<file path="src/rtl/pipeline_step_ctrl.sv">
// Run/step controller producing the shared pipeline-register enable.
// Handles run, N-cycle step, pause, one-cycle flush and freezes on HALT at WB.
module pipeline_step_ctrl #(
    parameter int NBITS  = 32,
    parameter int SNBITS = 8
) (
    input  logic              i_clk,
    input  logic              i_reset,
    input  logic              i_cmd_run,
    input  logic              i_cmd_step,
    input  logic [SNBITS-1:0] i_step_n,
    input  logic              i_cmd_pause,
    input  logic              i_cmd_clear,
    input  logic              i_halt_wb,
    output logic              o_step,
    output logic              o_pipe_flush,
    output logic [2:0]        o_state,
    output logic              o_halted,
    output logic              o_cmd_ack,
    output logic [NBITS-1:0]  o_cycle_count,
    output logic [SNBITS-1:0] o_steps_left
);

    typedef enum logic [2:0] {
        S_IDLE   = 3'd0,
        S_RUN    = 3'd1,
        S_STEP   = 3'd2,
        S_HALTED = 3'd3,
        S_FLUSH  = 3'd4
    } state_t;

    state_t            state_q, state_d;
    logic [SNBITS-1:0] steps_q, steps_d;
    logic [NBITS-1:0]  cnt_q, cnt_d;
    logic              ack;
    logic              step_en;

    // The enable drops in the same cycle HALT reaches WB or reset is asserted.
    assign step_en = ((state_q == S_RUN) || (state_q == S_STEP)) && !i_halt_wb && i_reset;

    always_comb begin
        state_d = state_q;
        steps_d = '0;
        ack     = 1'b0;
        unique case (state_q)
            S_IDLE: begin
                if (i_cmd_clear) begin
                    state_d = S_FLUSH;
                    ack     = 1'b1;
                end else if (i_cmd_run) begin
                    state_d = S_RUN;
                    ack     = 1'b1;
                end else if (i_cmd_step) begin
                    state_d = S_STEP;
                    ack     = 1'b1;
                    steps_d = (i_step_n == '0) ? SNBITS'(1) : i_step_n;
                end
            end
            S_RUN: begin
                if (i_cmd_clear) begin
                    state_d = S_FLUSH;
                    ack     = 1'b1;
                end else if (i_halt_wb) begin
                    state_d = S_HALTED;
                end else if (i_cmd_pause) begin
                    state_d = S_IDLE;
                    ack     = 1'b1;
                end
            end
            S_STEP: begin
                if (i_cmd_clear) begin
                    state_d = S_FLUSH;
                    ack     = 1'b1;
                end else if (i_halt_wb) begin
                    state_d = S_HALTED;
                end else if (i_cmd_pause) begin
                    state_d = S_IDLE;
                    ack     = 1'b1;
                end else if (steps_q <= SNBITS'(1)) begin
                    state_d = S_IDLE;
                end else begin
                    steps_d = steps_q - SNBITS'(1);
                end
            end
            S_HALTED: begin
                if (i_cmd_clear) begin
                    state_d = S_FLUSH;
                    ack     = 1'b1;
                end
            end
            S_FLUSH: state_d = S_IDLE;
            default: state_d = S_IDLE;
        endcase
    end

    // Saturating executed-cycle counter, zeroed at the end of a flush.
    always_comb begin
        cnt_d = cnt_q;
        if (state_q == S_FLUSH)
            cnt_d = '0;
        else if (step_en && (cnt_q != '1))
            cnt_d = cnt_q + NBITS'(1);
    end

    always_ff @(posedge i_clk) begin
        if (!i_reset) begin
            state_q <= S_IDLE;
            steps_q <= '0;
            cnt_q   <= '0;
        end else begin
            state_q <= state_d;
            steps_q <= steps_d;
            cnt_q   <= cnt_d;
        end
    end

    assign o_step        = step_en;
    assign o_pipe_flush  = (state_q == S_FLUSH);
    assign o_state       = state_q;
    assign o_halted      = (state_q == S_HALTED);
    assign o_cmd_ack     = ack && i_reset;
    assign o_cycle_count = cnt_q;
    assign o_steps_left  = steps_q;

endmodule

</file>
<file path="config.mk">
export PLATFORM = sky130hd
export DESIGN_NAME = pipeline_step_ctrl
export DESIGN_NICKNAME = d
export VERILOG_FILES = /design/src/rtl/pipeline_step_ctrl.sv
export SDC_FILE = /design/constraint.sdc
export NUM_CORES = 1
export LEC_CHECK = 0
export ABC_AREA = 1
export CAP_MARGIN = 5
export CORE_ASPECT_RATIO = 2
export CORE_MARGIN = 1.5
export CORE_UTILIZATION = 50
export DETAILED_ROUTE_END_ITERATION = 8
export DONT_BUFFER_PORTS = 1
export SLEW_MARGIN = 10
export SYNTH_ARGS = -nofsm -noshare
export SYNTH_HDL_FRONTEND = slang
export SYNTH_SLANG_ARGS = --single-unit
export TNS_END_PERCENT = 5
</file>
<file path="constraint.sdc">
create_clock -name i_clk -period 3.1 [get_ports i_clk]
set_input_delay 0.465 -clock i_clk [delete_from_list [all_inputs] [get_ports i_clk]]
set_output_delay 0.465 -clock i_clk [all_outputs]
set_load 0.02 [all_outputs]
</file>
==> impl_metrics.tcl <==
set metrics [dict create \
    status "completed" \
    hold_depth 2 \
    grt-ovfl-total 0 \
    gp_congestion 0.8623 \
    grtUsageTotal_pct 24.88 \
    cellPowerDensity_nw_per_um2 381.0 \
    syn_nets 477 \
    worstPathCellList "inv_1, nand3b_1, nand2_1, nand2_1, nand2_1, nand2_1, o21ai_0, a21oi_1" \
    antennaDiodeCount 0 \
    start_util_pct 51.08 \
    fin_crit_ns 2.321 \
    slowest_delay_ns 0.54 \
    nets 479 \
    cp_max_fo 6 \
    synth_cells 459 \
    grt_pass1_vias 2676 \
    synth_top_area_cell "dfxtp_1" \
    cts_max_level 2 \
    r2r_cells 10 \
    grt_pass1_wl_mm 12.23 \
    timing.slew.headroom_pct 58.23 \
    rsz0062_at_grt "false" \
    final_area_um2 3052 \
    final-hold-violation-count 0 \
    rows 39 \
    worst_pin_slew_ns 0.6257 \
    instances_no_fill 523 \
    postSynthAreaPerCell_um2 6.300 \
    min_path_type "input pin to flop" \
    cts_tree "done" \
    ys.warnings.count 0 \
    fin_crit_sh_pct 74.88 \
    synthToLayoutAreaGrowth_pct 5.539 \
    crit_path_start_kind "flop" \
    cp.required_ns 2.63 \
    setup_viol 0 \
    endpoint_kind "output port" \
    worstSetupPathType "flop to output port" \
    place_area_um2 2914 \
    whs_ns 0.3177 \
    antenna_left 0 \
    cap_violations 0 \
    antenna_found_initial 0 \
    synth.area.top_cells "dfxtp_1, nand2_1, nor2_1" \
    dieWidth_um 56.77 \
    syn_area_um2 2892 \
    wire_per_inst_um 14.54 \
    critPathArrivalTime_ns 1.86 \
    ys_seq_area_share_pct 29.77 \
    synth_top_cells_by_count "nand2_1, nor2_1, dfxtp_1" \
    io_buffers 0 \
    vias_per_cell 5.312 \
    fmax_ghz 0.4308 \
    seq_area_um2 860.8 \
    cts.sinks 43 \
    clock_skew_ns 0.007504 \
    peakVddDrop_mv 0.4084 \
    multi_input_area_um2 1804 \
    cts-root-buf "clkbuf_16" \
    slowest_stage "dfxtp_1" \
    wirelength_mm 7.603 \
    vias 2778 \
    report.final.slew_viol_count 0 \
    setup_tns_ns 0 \
    cts_buffers 5 \
    drt-initial-drc-count 91 \
    die_h_um 110.5 \
    drive_gt1_share_pct 11.69 \
    drc 0 \
    yosysMostFrequentCell "nand2_1" \
    ys_ff_latch 43 \
    leakagePower_nw 1.115 \
    crit_top_cell "nand2_1" \
    async_flop_share_pct 0 \
    clk_latency_ns 0.29 \
    clk_path_buf_depth 2 \
    grt_start_max_net_pins 29 \
    fillers 595 \
    first_pass_iters 4 \
    holdBufCountCts 0 \
    post_cts_buffers 0 \
    path_clk_slew_ns 0.06 \
    synth_cell_types 27 \
    top_level_ports 62 \
    core_um2 5660 \
    dp_hpwl_mm 6.119 \
    cts-resized-gates 0 \
    synthFlopType "dfxtp_1" \
    synth_top_area_share_pct 29.77 \
    die-area_um2 6276 \
    synth_edf_count 0 \
    placed_cells 515 \
]
==> cells by family after synthesis <==
logic type      synth area share, %
flops                         29.77
buf+inv                       7.832
fa+ha+maj                     1.298
xor+xnor                      5.150
simple gates                  44.61
compound gates                11.34
==> placed cells by master, fill, tap and decap left out, drive strengths merged, types with 7 or more instances in the layout <==
| cell | Yosys | routed |
|---|---|---|
| clkbuf | 0 | 7 |
| xor2 | 9 | 9 |
| nor2 | 82 | 82 |
| a21oi | 37 | 37 |
| xnor2 | 8 | 8 |
| inv | 39 | 39 |
| nand3 | 26 | 26 |
| nand4 | 8 | 8 |
| dfxtp | 43 | 43 |
| o21ai | 9 | 9 |
| nand2 | 172 | 172 |
==> report_power, final <==
part           internal (mW)  switching [mW]  total [mW]  leakage (nW)
clock network          0.298           0.213       0.511        0.0679
logic                 0.0211          0.0599      0.0811         0.701
registers              0.558          0.0129       0.571         0.347
==> registers in the layout (all words and copies together) (netlist names) <==
name           cells
o_cycle_count     32
o_steps_left       8
o_state            3
==> cell type report <==
| class | count | area share [%] |
|---|---|---|
| Clock inverter | 1 | 0.1640 |
| Timing Repair Buffer | 3 | 0.7380 |
| Inverter | 40 | 4.920 |
| Clock buffer | 7 | 4.346 |
| Sequential cell | 43 | 28.21 |
| Tap cell | 61 | 2.501 |
| Multi-Input combinational cell | 368 | 59.12 |
==> worst max-delay path, delay by kind of cell (launching register included) <==
family / cells / cell delay (ns)
compound gates: 2 / 0.45
simple gates: 5 / 0.45
flops: 1 / 0.54
buf+inv: 1 / 0.14
==> worst paths after layout <==
path,endpoint,start,slack (ns)
setup / recovery,o_cmd_ack,o_state[2],0.78
hold / removal,o_steps_left[7],i_step_n[7],0.32
setup reg to reg,o_cycle_count[2],o_cycle_count[1],0.96
hold reg to reg,o_cycle_count[30],o_cycle_count[30],0.63
==> routing by layer <==
metal | part of all wire [%] | GRT usage (%) | up-vias
met5 | 0 | 0 | -
met4 | 3.2 | 10.39 | 0
met3 | 5.2 | 6.674 | 14
met2 | 59 | 50.93 | 67
met1 | 33 | 20.54 | 1250
li1 | - | - | 1447
==> stage by stage <==
step	power, mW	utilization (%)	worst slack, ns
3_5_place_dp	0.6653	51.48	0.9410
3_3_place_gp	0.6645	51.48	1.001
5_1_grt	1.203	53.91	0.6320
6_report	1.163	53.91	0.7788
4_1_cts	1.173	53.91	0.7899
2_1_floorplan	0.6520	-	1.217
Power figures use the tool's default switching activity.
